<file path="src/rtl/parity_pkg.sv">
// -----------------------------------------------------------------------------
// parity_pkg
// Shared types for the streaming parity generator.
//   parity_mode_e : parity sense applied to words and frames (even / odd)
//   pstate_e      : frame tracking state (no frame open / frame open)
// -----------------------------------------------------------------------------
package parity_pkg;

  typedef enum logic {
    PAR_EVEN = 1'b0,
    PAR_ODD  = 1'b1
  } parity_mode_e;

  typedef enum logic {
    P_IDLE   = 1'b0,
    P_ACTIVE = 1'b1
  } pstate_e;

endpackage : parity_pkg

</file>
<file path="src/rtl/parity_word_calc.sv">
// -----------------------------------------------------------------------------
// parity_word_calc
// Combinational per-word parity.
//   i_data     in  WIDTH  data word
//   i_mode     in  1      PAR_EVEN / PAR_ODD
//   o_parity   out 1      parity bit to append to i_data
//   o_reduce   out 1      raw XOR reduction of i_data (feeds frame accumulator)
// -----------------------------------------------------------------------------
module parity_word_calc
  import parity_pkg::*;
#(
  parameter int WIDTH = 8
) (
  input  logic [WIDTH-1:0] i_data,
  input  parity_mode_e     i_mode,
  output logic             o_parity,
  output logic             o_reduce
);

  logic w_reduce;

  assign w_reduce = ^i_data;
  assign o_reduce = w_reduce;
  // Odd mode inverts the bit so the total count of ones in {parity, data} is odd.
  assign o_parity = w_reduce ^ (i_mode == PAR_ODD);

endmodule : parity_word_calc

</file>
<file path="src/rtl/parity_stream_gen.sv">
// -----------------------------------------------------------------------------
// parity_stream_gen
// Streaming even/odd parity generator with running frame parity and a
// maximum frame length. One output register stage, full throughput.
//   clk           in  1       rising-edge clock
//   rst_n         in  1       asynchronous active-low reset
//   odd_mode      in  1       parity sense, sampled on the first word of a frame
//   in_valid      in  1       input word valid
//   in_ready      out 1       input word can be accepted
//   in_data       in  WIDTH   input word
//   in_last       in  1       final word of frame
//   out_valid     out 1       output beat valid
//   out_ready     in  1       downstream accepts beat
//   out_data      out WIDTH+1 {word_parity, data}
//   out_last      out 1       beat closes the frame (in_last or length limit)
//   frame_parity  out 1       frame parity, meaningful with out_last
//   word_count    out CW      1-based index of the beat within its frame
//   err_len       out 1       frame was force-closed at FRAME_MAX
// -----------------------------------------------------------------------------
module parity_stream_gen
  import parity_pkg::*;
#(
  parameter int WIDTH     = 8,
  parameter int FRAME_MAX = 16,
  localparam int CW       = $clog2(FRAME_MAX + 1)
) (
  input  logic             clk,
  input  logic             rst_n,
  input  logic             odd_mode,
  input  logic             in_valid,
  output logic             in_ready,
  input  logic [WIDTH-1:0] in_data,
  input  logic             in_last,
  output logic             out_valid,
  input  logic             out_ready,
  output logic [WIDTH:0]   out_data,
  output logic             out_last,
  output logic             frame_parity,
  output logic [CW-1:0]    word_count,
  output logic             err_len
);

  // Frame tracking state
  pstate_e      r_state;
  pstate_e      w_state_next;
  parity_mode_e r_mode_q;
  logic         r_acc;
  logic [CW-1:0] r_cnt;

  // Output register
  logic          r_out_valid;
  logic [WIDTH:0] r_out_data;
  logic          r_out_last;
  logic          r_frame_parity;
  logic [CW-1:0] r_word_count;
  logic          r_err_len;

  // Per-transfer combinational values
  logic          w_xfer;
  parity_mode_e  w_mode;
  logic          w_word_parity;
  logic          w_reduce;
  logic [CW-1:0] w_cnt_new;
  logic          w_close;
  logic          w_acc_new;
  logic          w_idle;

  // A held beat blocks input; a consumed beat frees the slot in the same cycle.
  assign in_ready = !r_out_valid || out_ready;
  assign w_xfer   = in_valid && in_ready;
  assign w_idle   = (r_state == P_IDLE);

  // The first word of a frame uses the live mode input since mode_q is only
  // being loaded on that same edge.
  assign w_mode = w_idle ? parity_mode_e'(odd_mode) : r_mode_q;

  parity_word_calc #(
    .WIDTH (WIDTH)
  ) u_word_calc (
    .i_data   (in_data),
    .i_mode   (w_mode),
    .o_parity (w_word_parity),
    .o_reduce (w_reduce)
  );

  assign w_cnt_new = w_idle ? CW'(1) : (r_cnt + 1'b1);
  assign w_close   = in_last || (w_cnt_new == CW'(FRAME_MAX));
  // In IDLE the accumulator is already zero, but gating it keeps the new
  // frame independent of any stale value.
  assign w_acc_new = (w_idle ? 1'b0 : r_acc) ^ w_reduce;

  // FSM: next-state logic
  always_comb begin
    w_state_next = r_state;
    if (w_xfer) begin
      w_state_next = w_close ? P_IDLE : P_ACTIVE;
    end
  end

  // FSM: state register
  always_ff @(posedge clk or negedge rst_n) begin
    if (!rst_n) begin
      r_state <= P_IDLE;
    end else begin
      r_state <= w_state_next;
    end
  end

  // Frame context: latched mode, accumulator, word counter
  always_ff @(posedge clk or negedge rst_n) begin
    if (!rst_n) begin
      r_mode_q <= PAR_EVEN;
      r_acc    <= 1'b0;
      r_cnt    <= '0;
    end else if (w_xfer) begin
      if (w_idle) begin
        r_mode_q <= parity_mode_e'(odd_mode);
      end
      r_acc <= w_close ? 1'b0 : w_acc_new;
      r_cnt <= w_close ? '0 : w_cnt_new;
    end
  end

  // Output register: loads on every transfer, drains when consumed with
  // nothing new arriving.
  always_ff @(posedge clk or negedge rst_n) begin
    if (!rst_n) begin
      r_out_valid    <= 1'b0;
      r_out_data     <= '0;
      r_out_last     <= 1'b0;
      r_frame_parity <= 1'b0;
      r_word_count   <= '0;
      r_err_len      <= 1'b0;
    end else if (w_xfer) begin
      r_out_valid    <= 1'b1;
      r_out_data     <= {w_word_parity, in_data};
      r_out_last     <= w_close;
      r_frame_parity <= w_acc_new ^ (w_mode == PAR_ODD);
      r_word_count   <= w_cnt_new;
      // Only a length-forced close is an error; in_last on the final
      // permitted word is a normal close.
      r_err_len      <= w_close && !in_last;
    end else if (out_ready) begin
      r_out_valid <= 1'b0;
    end
  end

  assign out_valid    = r_out_valid;
  assign out_data     = r_out_data;
  assign out_last     = r_out_last;
  assign frame_parity = r_frame_parity;
  assign word_count   = r_word_count;
  assign err_len      = r_err_len;

endmodule : parity_stream_gen

</file>
<file path="config.mk">
export PLATFORM = sky130hd
export DESIGN_NAME = parity_stream_gen
export DESIGN_NICKNAME = d
export VERILOG_FILES = /design/src/rtl/parity_pkg.sv /design/src/rtl/parity_word_calc.sv /design/src/rtl/parity_stream_gen.sv
export SDC_FILE = /design/constraint.sdc
export NUM_CORES = 1
export LEC_CHECK = 0
export ABC_AREA = 0
export CAP_MARGIN = 25
export CORE_MARGIN = 4
export CORE_UTILIZATION = 50
export CTS_CLUSTER_DIAMETER = 120
export DETAILED_ROUTE_END_ITERATION = 6
export GPL_ROUTABILITY_DRIVEN = 0
export PLACE_DENSITY_LB_ADDON = 0.25
export SYNTH_ARGS = -nofsm -noshare
export SYNTH_HDL_FRONTEND = slang
export SYNTH_HIERARCHICAL = 1
export SYNTH_SLANG_ARGS = --single-unit
</file>
<file path="constraint.sdc">
create_clock -name clk -period 2.6 [get_ports clk]
set_input_delay 0.39 -clock clk [delete_from_list [all_inputs] [get_ports clk]]
set_output_delay 0.39 -clock clk [all_outputs]
set_load 0.01 [all_outputs]
</file>
==> out/results.tsv, run 1 <==
stage	metric	value	unit
cells_and_area	layout-drive-gt1-share	9.74	%
synthesis	ys_async_sr_fraction	100	%
synthesis	yosysWarnings	6	
setup_path	cp-start-kind	input port	
die	initial_core_util	54.2	%
global_route	overflow	0	
die	die_area	0.00335	mm²
die	die_width	57.9	µm
clock_tree	clockBufferDepth	2	
route	dr.first_iter.drc_count	10	
clock_tree	cts.clk_slew.worst_paths	0.13	ns
sta	rsz0062_at_grt	no	
power	p_per_area	584	mW/mm²
synthesis	yosysSeqAreaShare	52.3	%
setup_path	arrival	1.52	ns
placed_design	dpl.hpwl	1750	µm
setup_path	reg2regPathDepth	4	
clock_tree	cts_max_level	1	
cells_and_area	antenna_cells	0	
setup_path	crit_buf_inv	2	
clock_tree	cts_made_buffers	3	
route	via_per_inst	5.19	
global_route	antenna_found_initial	0	
setup_path	slowest_stage	clkdlybuf4s50_1	
sta	finalCriticalPeriod	1.91	ns
synthesis	ys.flop_type	dfrtp_1	
route	drt-pass1-iter-count	4	
setup_path	slowest_delay	0.54	ns
global_route	grtUsageTotal	15.7	%
setup_path	cp.depth	3	
power	leakage	0.741	nW
clock_tree	numClockSinks	26	
route	drc_errors	0	
clock_tree	clock_latency	0.31	ns
clock_tree	cts_setup_buffers	0	
setup_path	criticalPathCategory	in2out	
placed_design	numPortBuffers	32	
setup_path	r2r_slack	0.97	ns
route	wirelength	2390	µm
global_route	grt_pass1_vias	955	
clock_tree	cts_tree	done	
setup_path	reg2reg_to	out_data[8]	
sta	finalHoldViolCount	0	
synthesis	syn-num-nets	138	
cells_and_area	nFillCells	184	
sta	fin_crit_sh	73.6	%
die	core_area	0.00230	mm²
status	outcome	complete, no violations	
placed_design	place_ws	0.502	ns
sta	finClkSkew	0.00681	ns
sta	slew_viol_final	0	
global_route	grt_pass1_wl	4080	µm
route	avgRoutedWirePerCell	13.2	µm
cells_and_area	syn2layout_area_growth	28.4	%
clock_tree	ctsHoldBuffers	0	
setup_path	timing.critical_path.mode_cell	clkdlybuf4s50_1	
die	ios	33	
die	rows	17	
sta	setup_violations	0	
synthesis	ys_types	31	
sta	max_freq	523	MHz
route	dr_total_vias	945	
cells_and_area	nets	171	
sta	fin_tns_setup	0	ns
setup_path	r2r_start	r_state	
clock_tree	ctsResizeCount	0	
sta	relSlewSlack	65.2	%
global_route	grt_max_degree	29	
setup_path	setup.worst_path.end_class	output port	
route	ant_nets	0	
clock_tree	cts_root_buffer	clkbuf_4	
power	max-vdd-ir-drop	406	µV
sta	worst_slew_pin_slew	0.522	ns
synthesis	avgSynthCellArea	10.1	µm²
flow_run	max_cap_viol_count	0	
synthesis	synth_enable_flop_cells	0	
worst_hold_path	worstHoldPathType	in2async	
setup_path	cp_data_required_time	2.21	ns
setup_path	path_delay_family	buffers and inverters	
sta	fin_ws	0.687	ns
synthesis	synth_cells	123	
synthesis	syn-cell-area	0.00124	mm²
setup_path	crit_path_max_fanout	5	
die	die_height	57.9	µm
synthesis	ys_ff_latch	26	
setup_path	crit_chain	clkdlybuf4s50_1 -> nand2b_4 -> clkdlybuf4s50_1	
-- flip-flops by register name (all words and copies together) (netlist names) --
name,flops
err_len,1
frame_parity,1
out_data,9
out_last,1
out_valid,1
r_acc,1
r_cnt,5
r_mode_q,1
r_state,1
word_count,5
-- cell families (layout without fill, tap and decap cells) --
group | after synthesis | in the layout | share of synthesized area (%)
flip-flops | 26 | 26 | 52.3
buffers and inverters | 7 | 38 | 3.12
adder cells (fa/ha/maj) | 1 | 1 | 1.00
XOR/XNOR | 12 | 12 | 9.55
AND/OR/NAND/NOR | 63 | 63 | 24.1
multiplexers | 2 | 2 | 2.71
AO/OA/AOI/OAI | 12 | 12 | 7.24
-- per-layer routing --
layer / up-vias / global-route usage [%] / routed length, µm
met5: - / 0 / 0
met4: 0 / 5.96 / 31
met3: 4 / 3.79 / 160
met2: 25 / 26.5 / 1150
met1: 447 / 19.4 / 1050
li1: 469 / - / -
-- stage by stage --
| step | total power [mW] | cells | utilization [%] | hold slack [ns] | instance area (µm²) |
|---|---|---|---|---|---|
| after floorplan | 0.650 | 123 | - | 0.0944 | 1240 |
| after global placement | 0.774 | 179 | 68.6 | 0.456 | 1580 |
| after detailed placement | 0.782 | 179 | 68.6 | 0.460 | 1580 |
| after CTS | 0.950 | 182 | 69.6 | 0.433 | 1600 |
| after global routing | 0.996 | 182 | 69.6 | 0.438 | 1600 |
| final | 0.934 | 182 | 69.6 | 0.432 | 1600 |
-- worst max-delay path by stage --
stage | start | to | slack [ns]
after global routing | out_ready | in_ready | 0.64
after CTS | out_ready | in_ready | 0.68
final | out_ready | in_ready | 0.69
after floorplan | in_data[3] | r_acc | 1.06
after detailed placement | in_data[3] | r_acc | 0.50
after global placement | in_data[3] | r_acc | 0.57
-- worst reg2reg max path, cell delays in order, from the launching register on --
cell     delay (ns)
dfrtp_1        0.63
mux2_2         0.42
xnor3_1        0.36
nand2_1        0.07
nand2_1        0.05
-- area by class of cell --
cell class                      instances  area [µm²]  area share [%]
Clock buffer                            3        22.5            1.41
Timing Repair Buffer                   33         328            20.5
Tap cell                               28        35.0            2.19
Sequential cell                        26         651            40.7
Inverter                                2        7.51           0.469
Multi-Input combinational cell         90         556            34.7
-- where the power goes --
group / internal [mW] / leakage [nW] / switching [mW]
registers: 0.455 / 0.329 / 0.0365
logic: 0.153 / 0.398 / 0.126
clock network: 0.0542 / 0.0138 / 0.110
total: 0.662 / 0.741 / 0.272
-- layout by cell type (no fill, tap or decap), drive strengths merged, types with 2 or more instances in the layout --
master / count
xor2: 5
clkdlybuf4s50: 32
xnor2: 6
nor2: 2
a22o: 3
o21ai: 3
a32o: 2
nor3: 2
dfrtp: 26
clkbuf: 3
inv: 2
nand2b: 2
nand2: 50
nand3: 4
-- cell usage after synthesis (2+ instances only) --
cell type | count | area share [%]
a22o_1 | 3 | 2.1
xor2_1 | 5 | 3.5
buf_2 | 4 | 1.6
nand2_1 | 47 | 14
nand3_2 | 2 | 1.6
nor2_1 | 2 | 0.60
dfrtp_1 | 26 | 52
nand3_1 | 2 | 0.80
o21ai_1 | 3 | 1.2
xnor2_1 | 6 | 4.2
inv_1 | 2 | 0.60
nand2_2 | 2 | 1.0
No activity file was read; power rests on OpenSTA's default activity.
==> inputs of run 2 (changes only) <==
--- a/config.mk
+++ b/config.mk
@@ -8,7 +8,7 @@
 export ABC_AREA = 0
 export CAP_MARGIN = 25
 export CORE_MARGIN = 4
-export CORE_UTILIZATION = 50
+export CORE_UTILIZATION = 47
 export CTS_CLUSTER_DIAMETER = 120
 export DETAILED_ROUTE_END_ITERATION = 6
 export GPL_ROUTABILITY_DRIVEN = 0
==> constraint.sdc (replaced) <==
create_clock -name clk -period 1.8 [get_ports clk]
set_input_delay 0.27 -clock clk [delete_from_list [all_inputs] [get_ports clk]]
set_output_delay 0.27 -clock clk [all_outputs]
set_load 0.01 [all_outputs]
==> run 2 against run 1 <==
Effect of this change: clock skew shrank 0.0019 ns; flip-flop and latch count is the same; setup slack worse by 0.58 ns; global-route usage is 1.6 points higher; clock power increased by 85%; critical path depth fell by 1; sequential share of layout area is 1.3 points lower; final area is 3.4% higher; non-clock buffer count grew 5; highest routed layer unchanged.
==> out/results.tsv, run 2 (synthesis gave the netlist of run 1 again) <==
stage	metric	value	unit
die	ios	33	
sta	finalCriticalPeriod	1.69	ns
cells_and_area	syn2layout_area_growth	32.8	%
cells_and_area	layout-drive-gt1-share	13.1	%
clock_tree	clockBufferDepth	2	
clock_tree	cts_root_buffer	clkbuf_4	
route	dr.first_iter.drc_count	21	
cells_and_area	fin_cells	190	
global_route	grt_pass1_wl	4600	µm
cells_and_area	nFillCells	211	
setup_path	arrival	1.42	ns
placed_design	place_ws	-0.158	ns
cells_and_area	nets	176	
die	rows	18	
sta	fin_ws	0.106	ns
clock_tree	cts.clk_slew.worst_paths	0.14	ns
cells_and_area	utilization	66.1	%
sta	finClkSkew	0.00489	ns
global_route	overflow	0	
die	core_area	0.00250	mm²
worst_hold_path	worstHoldPathType	in2async	
power	p_total	1.44	mW
setup_path	reg2reg_to	r_cnt[4]	
clock_tree	cts_tree	done	
setup_path	worstSetupStartpoint	out_valid	
setup_path	cp-start-kind	register	
setup_path	r2r_start	r_cnt[0]	
cells_and_area	antenna_cells	0	
route	met2_length	1380	µm
sta	max_freq	590	MHz
route	ant_nets	0	
clock_tree	ctsHoldBuffers	0	
setup_path	cp_data_required_time	1.53	ns
setup_path	r2r_slack	0.24	ns
die	die_width	59.5	µm
sta	worst_slew_pin_slew	0.448	ns
clock_tree	ctsResizeCount	0	
route	highest_layer	met4	
clock_tree	cts_made_buffers	3	
sta	rsz0062_at_grt	no	
global_route	antenna_found_initial	0	
status	outcome	complete, no violations	
sta	hold_ws	0.283	ns
power	leakage	0.772	nW
sta	fin_crit_sh	94.1	%
clock_tree	cts_setup_buffers	0	
die	die_height	59.5	µm
sta	finalHoldViolCount	0	
placed_design	dpl.cell_count	186	
cells_and_area	final_common_cell	nand2_1	
flow_run	max_cap_viol_count	0	
route	routed-wl-met3	164	µm
clock_tree	numClockSinks	26	
placed_design	dpl.hpwl	1940	µm
route	via_per_inst	5.23	
power	p_per_area	869	mW/mm²
cells_and_area	layout_common_cells	47 x nand2_1, 32 x clkdlybuf4s50_1, 26 x dfrtp_1, 6 x buf_4, 6 x xnor2_1	
route	avgRoutedWirePerCell	13.7	µm
route	wirelength	2610	µm
power	max-vdd-ir-drop	624	µV
setup_path	reg2regPathDepth	5	
global_route	grt_max_degree	29	
clock_tree	clock_latency	0.33	ns
route	drt-pass1-iter-count	4	
setup_path	crit_path_max_fanout	5	
global_route	grt_pass1_vias	1042	
die	initial_core_util	49.8	%
route	wl_met1	1010	µm
clock_tree	cts_max_level	1	
cells_and_area	largest_register_ffs	9	
sta	setup_violations	0	
placed_design	numPortBuffers	32	
sta	slew_viol_final	0	
sta	relSlewSlack	70.0	%
setup_path	criticalPathCategory	reg2out	
global_route	grtUsageTotal	17.4	%
route	dr_total_vias	993	
die	die_area	0.00354	mm²
setup_path	setup.worst_path.end_class	output port	
route	drc_errors	0	
## run 2: metal layers
metal / vias up / track usage, %
li1: 475 / -
met1: 479 / 20.2
met2: 32 / 30.1
met3: 7 / 4.58
met4: 0 / 6.80
met5: - / 0
## run 2: where the power goes
group / total (mW) / internal [mW] / switching [mW]
clock: 0.303 / 0.124 / 0.179
sequential: 0.701 / 0.658 / 0.0434
combinational: 0.433 / 0.235 / 0.198
total: 1.44 / 1.02 / 0.420
## run 2: worst max-delay path, stage by stage, from the launching register on
cell	delay (ns)
dfrtp_1	0.44
nand2b_4	0.11
clkdlybuf4s50_1	0.55
## run 2: how the worst max path moves through the flow
stage / to / cells past startpoint
finish: in_ready / 2
global route: in_ready / 2
global placement: r_acc / 7
floorplan: r_cnt[4] / 5
detailed placement: r_acc / 7
CTS: in_ready / 2
## run 2: layout make-up
cell class              count  area, µm²  area share, %
repair buffers             38        365           22.1
flip-flops and latches     26        651           39.4
clock buffers               4       36.3           2.20
inverters                   2       7.51          0.454
multi-input cells          90        556           33.6
well taps                  30       37.5           2.27
## run 2: per-stage QoR
stage | setup TNS, ns | instance area [µm²]
floorplan | 0 | 1240
global placement | -0.180 | 1620
detailed placement | -0.303 | 1620
CTS | 0 | 1650
global route | 0 | 1650
finish | 0 | 1650
==> inputs of run 3 (changes only) <==
--- a/config.mk
+++ b/config.mk
@@ -7,8 +7,10 @@
 export LEC_CHECK = 0
 export ABC_AREA = 0
 export CAP_MARGIN = 25
+export CELL_PAD_IN_SITES_DETAIL_PLACEMENT = 1
+export CELL_PAD_IN_SITES_GLOBAL_PLACEMENT = 1
 export CORE_MARGIN = 4
-export CORE_UTILIZATION = 47
+export CORE_UTILIZATION = 36
 export CTS_CLUSTER_DIAMETER = 120
 export DETAILED_ROUTE_END_ITERATION = 6
 export GPL_ROUTABILITY_DRIVEN = 0
@@ -17,3 +19,4 @@
 export SYNTH_HDL_FRONTEND = slang
 export SYNTH_HIERARCHICAL = 1
 export SYNTH_SLANG_ARGS = --single-unit
+export TNS_END_PERCENT = 10
==> run 3 against run 2 <==
Effect of this change: sequential power up 0.9%; largest cell class unchanged; routed wire length up 18%; setup slack worse by 0.031 ns; critical path depth up 1; global-route usage down 1.8 points; first-iteration DRC count down 4.8%; combinational power up 2%; highest routed layer unchanged; flip-flop and latch count unchanged; via count down 1.9%; hold slack better by 0.028 ns.
==> out/results.tsv, run 3 (synthesis gave the netlist of run 1 again) <==
stage	metric	value	unit
cells_and_area	final_common_cell	nand2_1	
sta	finClkSkew	0.00418	ns
sta	worst_slew_pin_slew	0.465	ns
cells_and_area	syn2layout_area_growth	32.7	%
global_route	antenna_found_initial	0	
cells_and_area	design_area	0.00165	mm²
die	die_area	0.00446	mm²
cells_and_area	antenna_cells	0	
sta	relSlewSlack	68.9	%
setup_path	cp-start-kind	input port	
die	initial_core_util	37.3	%
power	max-vdd-ir-drop	478	µV
clock_tree	cts.clk_slew.worst_paths	0.13	ns
clock_tree	ctsHoldBuffers	0	
clock_tree	cts_max_level	1	
sta	fin_ws	0.0748	ns
die	die_width	66.8	µm
power	p_per_area	840	mW/mm²
sta	rsz0062_at_grt	no	
sta	finalCriticalPeriod	1.73	ns
global_route	overflow	0	
sta	fin_tns_setup	0	ns
clock_tree	cts_tree	done	
setup_path	setup.worst_path.end_class	output port	
setup_path	crit_path_max_fanout	5	
power	p_sw	0.418	mW
clock_tree	ctsResizeCount	0	
worst_hold_path	worstHoldPathType	in2async	
sta	fin_crit_sh	95.8	%
cells_and_area	nets	175	
placed_design	place_ws	-0.189	ns
power	internal_power	0.970	mW
clock_tree	clock_latency	0.31	ns
sta	max_freq	580	MHz
placed_design	dpl.hpwl	2330	µm
route	ant_nets	0	
global_route	grt_pass1_wl	5060	µm
status	outcome	complete, no violations	
route	dr_total_vias	974	
clock_tree	cts_root_buffer	clkbuf_4	
flow_run	max_cap_viol_count	0	
power	leakage	0.760	nW
setup_path	arrival	1.46	ns
setup_path	criticalPathCategory	in2out	
placed_design	numPortBuffers	32	
route	wirelength	3080	µm
setup_path	r2r_start	r_cnt[0]	
route	via_per_inst	4.77	
route	dr.first_iter.drc_count	20	
clock_tree	cts_made_buffers	3	
power	seqPwrFrac	50.9	%
placed_design	dpl_cell_area	0.00163	mm²
route	avgRoutedWirePerCell	15.1	µm
global_route	grtUsageTotal	15.6	%
clock_tree	cts_setup_buffers	0	
sta	finalHoldViolCount	0	
power	p_comb_share	31.7	%
cells_and_area	layout-drive-gt1-share	12.0	%
die	ios	33	
sta	slew_viol_final	0	
power	pwr-share-clk	17.3	%
die	core_area	0.00334	mm²
clock_tree	numClockSinks	26	
global_route	grt_max_degree	29	
cells_and_area	largest_register_ffs	9	
die	rows	21	
route	drt-pass1-iter-count	3	
cells_and_area	layout_common_cells	47 x nand2_1, 32 x clkdlybuf4s50_1, 26 x dfrtp_1, 6 x xnor2_1	
setup_path	cp_data_required_time	1.53	ns
setup_path	worstSetupStartpoint	out_ready	
route	drc_errors	0	
cells_and_area	nFillCells	389	
sta	setup_violations	0	
clock_tree	clockBufferDepth	2	
global_route	grt_pass1_vias	1098	
cells_and_area	utilization	49.5	%
power	switching_share	30.1	%
die	die_height	66.8	µm
==> run 3: cell count changes in the layout (fill, tap and decap cells not counted) <==
cell	before	now
clkbuf_8	1	0
buf_4	6	5
==> run 3: critical path, stage by stage <==
cell	delay, ns
clkdlybuf4s50_1	0.47
nand2b_4	0.16
clkdlybuf4s50_1	0.56
==> run 3: final timing paths <==
| path | end | slack, ns | depth (start not counted) |
|---|---|---|---|
| max | in_ready | 0.07 | 3 |
| min | r_cnt[3] | 0.31 | 2 |
| max reg2reg | r_state | 0.18 | 5 |
| min reg2reg | word_count[1] | 0.49 | 2 |
| max in group asynchronous | out_data[7] | 1.24 | 2 |
| min in group clk | word_count[1] | 0.49 | 2 |
==> run 3: through the flow <==
| step | hold slack (ns) | power, mW | instances |
|---|---|---|---|
| 2_1_floorplan | -0.0256 | 0.939 | 123 |
| 3_5_place_dp | 0.463 | 1.17 | 201 |
| 4_1_cts | 0.312 | 1.42 | 204 |
| 6_report | 0.311 | 1.39 | 204 |
| 3_3_place_gp | 0.452 | 1.14 | 201 |
| 5_1_grt | 0.319 | 1.48 | 204 |
==> run 3: power by group through the flow <==
stage	clock [mW]	combinational, mW	sequential [mW]
after floorplan	0	0.202	0.737
after global placement	0	0.426	0.714
after detailed placement	0	0.449	0.718
after CTS	0.256	0.452	0.708
after global routing	0.274	0.483	0.719
final	0.241	0.440	0.707
==> run 3: metal layers <==
layer / global-route usage (%) / wire length, µm
met2: 29.1 / 1680
met3: 3.71 / 165
met4: 7.36 / 69
met5: 0 / 0
met1: 16.0 / 1170
==> run 3: final cells by class <==
class	instances	area [µm²]	share of cell area, %
Inverter	2	7.51	0.455
Clock buffer	3	22.5	1.36
Sequential cell	26	651	39.4
Tap cell	46	57.6	3.48
Multi-Input combinational cell	90	556	33.6
Timing Repair Buffer	37	358	21.7
